--- src/rtl/image_frame_sequencer.sv ---
// Frame sequencer for the image buffer: collects a full frame of pixel writes,
// streams every pixel to the SNN core, then waits for inference to finish.
module image_frame_sequencer #(
   parameter int N_PIXELS    = 256,
   parameter int PIXEL_W     = 8,
   parameter int ADDR_W      = 8,
   parameter int FRAME_CNT_W = 16
) (
   input  logic                   ACLK,
   input  logic                   ARESETN,
   input  logic                   wr_done_i,
   input  logic [ADDR_W-1:0]      wr_addr_i,
   output logic                   wr_ready_o,
   output logic [ADDR_W-1:0]      buf_rd_addr_o,
   input  logic [PIXEL_W-1:0]     buf_rd_data_i,
   output logic                   img_start_o,
   output logic                   pix_valid_o,
   input  logic                   pix_ready_i,
   output logic [PIXEL_W-1:0]     pix_data_o,
   output logic [ADDR_W-1:0]      pix_idx_o,
   output logic                   pix_last_o,
   input  logic                   img_done_i,
   input  logic                   abort_i,
   output logic                   busy_o,
   output logic                   overrun_o,
   output logic [FRAME_CNT_W-1:0] frame_cnt_o
);

   typedef enum logic [2:0] {
      COLLECT   = 3'd0,
      FETCH     = 3'd1,
      CAPTURE   = 3'd2,
      PRESENT   = 3'd3,
      WAIT_CORE = 3'd4
   } state_t;

   localparam logic [ADDR_W:0]      N_FULL    = (ADDR_W+1)'(N_PIXELS);
   localparam logic [ADDR_W:0]      N_ALMOST  = (ADDR_W+1)'(N_PIXELS - 1);
   localparam logic [ADDR_W:0]      CNT_ONE   = (ADDR_W+1)'(1);
   localparam logic [ADDR_W-1:0]    IDX_LAST  = ADDR_W'(N_PIXELS - 1);
   localparam logic [ADDR_W-1:0]    IDX_ONE   = ADDR_W'(1);
   localparam logic [FRAME_CNT_W-1:0] FRM_ONE = FRAME_CNT_W'(1);

   state_t                  state_r, state_s;
   logic [N_PIXELS-1:0]     mask_r;
   logic [ADDR_W:0]         count_r;
   logic [ADDR_W-1:0]       idx_r;
   logic                    img_start_r;
   logic                    pix_valid_r;
   logic [PIXEL_W-1:0]      pix_data_r;
   logic [ADDR_W-1:0]       pix_idx_r;
   logic                    pix_last_r;
   logic                    overrun_r;
   logic [FRAME_CNT_W-1:0]  frame_cnt_r;
   logic                    new_bit_s;
   logic                    handshake_s;
   logic                    core_done_s;

   // State register
   always_ff @(posedge ACLK or negedge ARESETN) begin
      if (!ARESETN) begin
         state_r <= COLLECT;
      end else begin
         state_r <= state_s;
      end
   end

   // Next-state decode; abort overrides every other event
   always_comb begin
      state_s     = state_r;
      new_bit_s   = 1'b0;
      handshake_s = 1'b0;
      core_done_s = 1'b0;
      if (abort_i) begin
         state_s = COLLECT;
      end else begin
         case (state_r)
            COLLECT: begin
               if (wr_done_i && ({1'b0, wr_addr_i} < N_FULL)) begin
                  new_bit_s = ~mask_r[wr_addr_i];
                  if (new_bit_s && (count_r == N_ALMOST)) begin
                     state_s = FETCH;
                  end else begin
                     state_s = COLLECT;
                  end
               end else begin
                  state_s = COLLECT;
               end
            end
            FETCH:   state_s = CAPTURE;
            CAPTURE: state_s = PRESENT;
            PRESENT: begin
               if (pix_ready_i) begin
                  handshake_s = 1'b1;
                  state_s     = pix_last_r ? WAIT_CORE : FETCH;
               end else begin
                  state_s = PRESENT;
               end
            end
            WAIT_CORE: begin
               if (img_done_i) begin
                  core_done_s = 1'b1;
                  state_s     = COLLECT;
               end else begin
                  state_s = WAIT_CORE;
               end
            end
            default: state_s = COLLECT;
         endcase
      end
   end

   // Frame bookkeeping and registered stream outputs
   always_ff @(posedge ACLK or negedge ARESETN) begin
      if (!ARESETN) begin
         mask_r      <= '0;
         count_r     <= '0;
         idx_r       <= '0;
         img_start_r <= 1'b0;
         pix_valid_r <= 1'b0;
         pix_data_r  <= '0;
         pix_idx_r   <= '0;
         pix_last_r  <= 1'b0;
         overrun_r   <= 1'b0;
         frame_cnt_r <= '0;
      end else if (abort_i) begin
         mask_r      <= '0;
         count_r     <= '0;
         idx_r       <= '0;
         img_start_r <= 1'b0;
         pix_valid_r <= 1'b0;
         pix_last_r  <= 1'b0;
         overrun_r   <= 1'b0;
      end else begin
         img_start_r <= (state_r == COLLECT) && (state_s == FETCH);
         overrun_r   <= overrun_r | (wr_done_i && (state_r != COLLECT));
         case (state_r)
            COLLECT: begin
               if (new_bit_s) begin
                  mask_r[wr_addr_i] <= 1'b1;
                  count_r           <= count_r + CNT_ONE;
               end
            end
            CAPTURE: begin
               pix_data_r  <= buf_rd_data_i;
               pix_idx_r   <= idx_r;
               pix_last_r  <= (idx_r == IDX_LAST);
               pix_valid_r <= 1'b1;
            end
            PRESENT: begin
               if (handshake_s) begin
                  pix_valid_r <= 1'b0;
                  pix_last_r  <= 1'b0;
                  if (!pix_last_r) begin
                     idx_r <= idx_r + IDX_ONE;
                  end
               end
            end
            WAIT_CORE: begin
               if (core_done_s) begin
                  mask_r      <= '0;
                  count_r     <= '0;
                  idx_r       <= '0;
                  frame_cnt_r <= frame_cnt_r + FRM_ONE;
               end
            end
            default: ;
         endcase
      end
   end

   assign wr_ready_o    = (state_r == COLLECT);
   assign busy_o        = (state_r != COLLECT);
   assign buf_rd_addr_o = idx_r;
   assign img_start_o   = img_start_r;
   assign pix_valid_o   = pix_valid_r;
   assign pix_data_o    = pix_data_r;
   assign pix_idx_o     = pix_idx_r;
   assign pix_last_o    = pix_last_r;
   assign overrun_o     = overrun_r;
   assign frame_cnt_o   = frame_cnt_r;

endmodule

--- config.mk ---
export PLATFORM = sky130hd
export DESIGN_NAME = image_frame_sequencer
export DESIGN_NICKNAME = d
export VERILOG_FILES = /design/src/rtl/image_frame_sequencer.sv
export SDC_FILE = /design/constraint.sdc
export NUM_CORES = 1
export LEC_CHECK = 0
export ABC_AREA = 1
export BUFFER_PORTS_ARGS = -buffer_cell sky130_fd_sc_hd__buf_4
export CORE_ASPECT_RATIO = 0.75
export CORE_MARGIN = 2
export CORE_UTILIZATION = 45
export CTS_CLUSTER_DIAMETER = 50
export DETAILED_ROUTE_END_ITERATION = 10
export PLACE_DENSITY = 0.62
export SLEW_MARGIN = 10
export SYNTH_ARGS = -nofsm -noshare
export SYNTH_HDL_FRONTEND = slang
export SYNTH_SLANG_ARGS = --single-unit
--- constraint.sdc ---
create_clock -name ACLK -period 4 [get_ports ACLK]
set_clock_uncertainty 0.15 [all_clocks]
set_input_delay 0.4 -clock ACLK [delete_from_list [all_inputs] [get_ports ACLK]]
set_output_delay 0.4 -clock ACLK [all_outputs]
set_load 0.005 [all_outputs]
==> impl_metrics.env <==
export IMPL_start_kind="flop"
export IMPL_place_detailed_hpwl_mm=34.0
export IMPL_timing_worst_setup_path_type="reg -> reg"
export IMPL_timing_rr_start="state_r[0]"
export IMPL_drt_first_pass_iters=5
export IMPL_number_of_top_level_design_ports=68
export IMPL_cts_repair_resize_count=0
export IMPL_crit_path_max_fanout=200
export IMPL_layout_worst_path_cycle_share_pct=71.5
export IMPL_final_max_slew_viol_count=0
export IMPL_synthDominantAreaCellType="dfrtp_1"
export IMPL_final_seq_area_mm2=0.00781
export IMPL_routabilityCongestion=0.845
export IMPL_insertedDiodeCount=0
export IMPL_worst_slew_margin_rel_pct=19.1
export IMPL_hold_viol_final=0
export IMPL_drc_viols=0
export IMPL_synth_area_mm2=0.0185
export IMPL_setup_worst_path_end="mask_r[192]"
export IMPL_grt_max_degree=202
export IMPL_beginning_of_the_critical_path="state_r[0]"
export IMPL_die_footprint_mm2=0.0428
export IMPL_yosysTopAreaCellShare_pct=42.2
export IMPL_port_buffers=67
export IMPL_sum_of_met2_wire_segment_lengths_after_detailed_routing_mm=27.4
export IMPL_die_y_um=180
export IMPL_detailedRoute_firstIterationViolations=2167
export IMPL_grt_pass1_vias=17900
export IMPL_timing_hold_worst_class="in -> reg"
export IMPL_fp_coreArea_mm2=0.0407
export IMPL_gr_usage_all_layers_pct=29.4
export IMPL_n_fill_cell=3943
export IMPL_cp_data_required_time_ps=4280
export IMPL_irDropWorstVdd_uv=285
export IMPL_rsz_0062_raised_after_global_routing="false"
export IMPL_drt_met1_wl_mm=28.9
export IMPL_clkTransAtPathRegs_ps=60
export IMPL_viasPerCell=5.85
export IMPL_final_min_clock_period_ps=2860
export IMPL_outcome="completed"
export IMPL_regToRegEndpoint="mask_r[192]"
export IMPL_power_leakage_uw=0.0106
export IMPL_p_per_area_mw_per_mm2=355
export IMPL_seq_area_frac_synth_pct=42.2
export IMPL_root_buffer_cell="clkbuf_16"
export IMPL_topRoutingLayerUsed="met4"
export IMPL_finalSetupViolCount=0
export IMPL_synth_top_cells_by_area="dfrtp_1 (42%), nand2_1 (22%), nand3_1 (10%)"
export IMPL_postSynthCellCount=2762
export IMPL_ant_nets_after_route=0
export IMPL_initial_antenna_violation_count=0
export IMPL_tns_setup_ps=0
export IMPL_timing_fmax_mhz=350
export IMPL_initial_utilization_pct=45.5
export IMPL_avgSynthCellArea_um2=6.70
export IMPL_wl_met3_mm=5.63
export IMPL_worst_pin_slew_ps=1210
export IMPL_avgRoutedWirePerCell_um=19.4
export IMPL_synth_seq_cells=312
export IMPL_drive_above_1_share_pct=7.54
export IMPL_cts_tree="yes"
export IMPL_htreeDepth=2
export IMPL_reg2reg_depth=8
export IMPL_worst_skew_pair_later_pin_latency_ps=550
export IMPL_reg2reg_slack_ps=1140
export IMPL_number_of_sinks_handled_by_clock_tree_synthesis=312
export IMPL_num_rows=64
export IMPL_fin_nets=2748
export IMPL_grt_overflow_total=0
export IMPL_total_power_uw=7430
export IMPL_cts_repair_timing_setup_buffer_count=0
export IMPL_cap_violations=0
export IMPL_routed_wirelength_mm=63.5
export IMPL_grt_pass1_wl_mm=101
export IMPL_layout_area_overhead_vs_synth_pct=13.0
export IMPL_yosysUniqueCellTypes=29
export IMPL_worst_hold_path_depth=4
export IMPL_num_vias=19100
export IMPL_worst_ep_arrival_time_ps=3140
export IMPL_synth_yosys_warnings=0
export IMPL_multi_input_comb_area_mm2=0.00954
export IMPL_clock_tree_buffer_depth=3
export IMPL_die_x_um=238
export IMPL_syn_nets=2788
export IMPL_number_of_buffers_created_by_cts=39
export IMPL_cp_end_kind="flop"
how the worst min path moves through the flow:
stage,from,end,slack [ps]
after floorplan,ARESETN,buf_rd_addr_o[0],-50
after global placement,ARESETN,pix_idx_o[1],290
after detailed placement,ARESETN,pix_idx_o[1],290
after CTS,wr_done_i,overrun_o,7
after global routing,img_done_i,state_r[2],30
final,img_done_i,state_r[2],20
layout make-up:
cell class / count / area share, %
Tap cell: 528 / 3.16
Timing Repair Buffer: 149 / 6.85
Sequential cell: 312 / 37.3
Inverter: 62 / 1.13
Clock inverter: 13 / 0.676
Multi-Input combinational cell: 2158 / 45.6
Clock buffer: 53 / 5.21
worst max-delay path, cell delays in order (launching register included):
cell     delay, ps
dfrtp_1        400
nor2_1         110
inv_1          130
nor2_4         170
buf_12         630
buf_4          730
nor3_1         130
nand3_1        120
nand2_1         80
routing by layer:
| layer | vias to the layer above | GRT usage (%) |
|---|---|---|
| li1 | 9029 | - |
| met1 | 9218 | 43.5 |
| met2 | 777 | 43.3 |
| met3 | 121 | 6.05 |
| met4 | 0 | 8.60 |
| met5 | - | 0 |
sequential cells by signal (all words and copies together), names as in the netlist:
register / cells
mask_r: 256
frame_cnt_o: 16
count_r: 9
buf_rd_addr_o: 8
pix_data_o: 8
pix_idx_o: 8
state_r: 3
img_start_o: 1
overrun_o: 1
pix_last_o: 1
pix_valid_o: 1
logic make-up after synthesis:
group           synth area share [%]
compound gates                  7.96
xor+xnor                       0.805
fa+ha+maj                      0.271
buf+inv                         6.45
flops                           42.2
simple gates                    42.3
cell usage after synthesis:
cell type,number
a211oi_1,1
a21boi_0,1
a21oi_1,263
a221oi_1,1
a31oi_1,2
and3_1,1
buf_1,3
buf_2,75
buf_4,1
clkbuf_1,151
dfrtp_1,312
ha_1,4
inv_1,61
inv_2,1
nand2_1,1062
nand3_1,372
nand3b_1,1
nand4_1,25
nor2_1,112
nor3_1,263
nor3_2,1
nor3b_1,2
nor4_1,6
o21ai_0,17
o21ai_1,5
o21ai_2,1
or4_1,1
xnor2_1,3
xor2_1,14
metrics by stage:
| step | util [%] | hold slack (ps) | std cells | instance area (um2) | setup WS, ps |
|---|---|---|---|---|---|
| global placement | 48.1 | 289 | 3199 | 19600 | 735 |
| finish | 51.4 | 24.3 | 3275 | 20900 | 1140 |
| detailed placement | 48.1 | 290 | 3199 | 19600 | 738 |
| CTS | 51.4 | 6.95 | 3275 | 20900 | 1140 |
| floorplan | - | -45.6 | 2762 | 18500 | 1500 |
| global route | 51.4 | 31.0 | 3275 | 20900 | 924 |
timing repair:
| item | CTS | global route |
|---|---|---|
| endpoints found under the hold margin | 87 | 0 |
| endpoints found under the setup margin | 0 | 0 |
| hold buffers | 10 | 0 |
where the power goes:
| group | internal (uW) | switching, uW | leakage (uW) |
|---|---|---|---|
| sequential | 3210 | 40.6 | 0.00431 |
| combinational | 183 | 508 | 0.00571 |
| clock | 2040 | 1450 | 0.000595 |
| total | 5430 | 1990 | 0.0106 |
placed cells by master (no fill, tap or decap), types with 2 or more instances in the layout:
master	Yosys	final
nand2_1	1062	1061
nand3_1	372	372
dfrtp_1	312	312
nor3_1	263	263
a21oi_1	263	262
buf_4	1	115
nor2_1	112	108
inv_1	61	60
clkbuf_16	0	39
nand4_1	25	25
buf_12	0	22
o21ai_0	17	17
xor2_1	14	14
dlygate4sd3_1	0	10
clkbuf_1	151	8
clkbuf_8	0	7
nor4_1	6	6
clkinv_2	0	5
o21ai_1	5	5
ha_1	4	4
xnor2_1	3	3
inv_6	0	3
clkinvlp_4	0	3
nor2_2	0	2
a31oi_1	2	2
nor2_4	0	2
nor3b_1	2	2
clkinv_4	0	2
bufinv_16	0	2
Note: power is estimated with default switching activity, not from simulation.
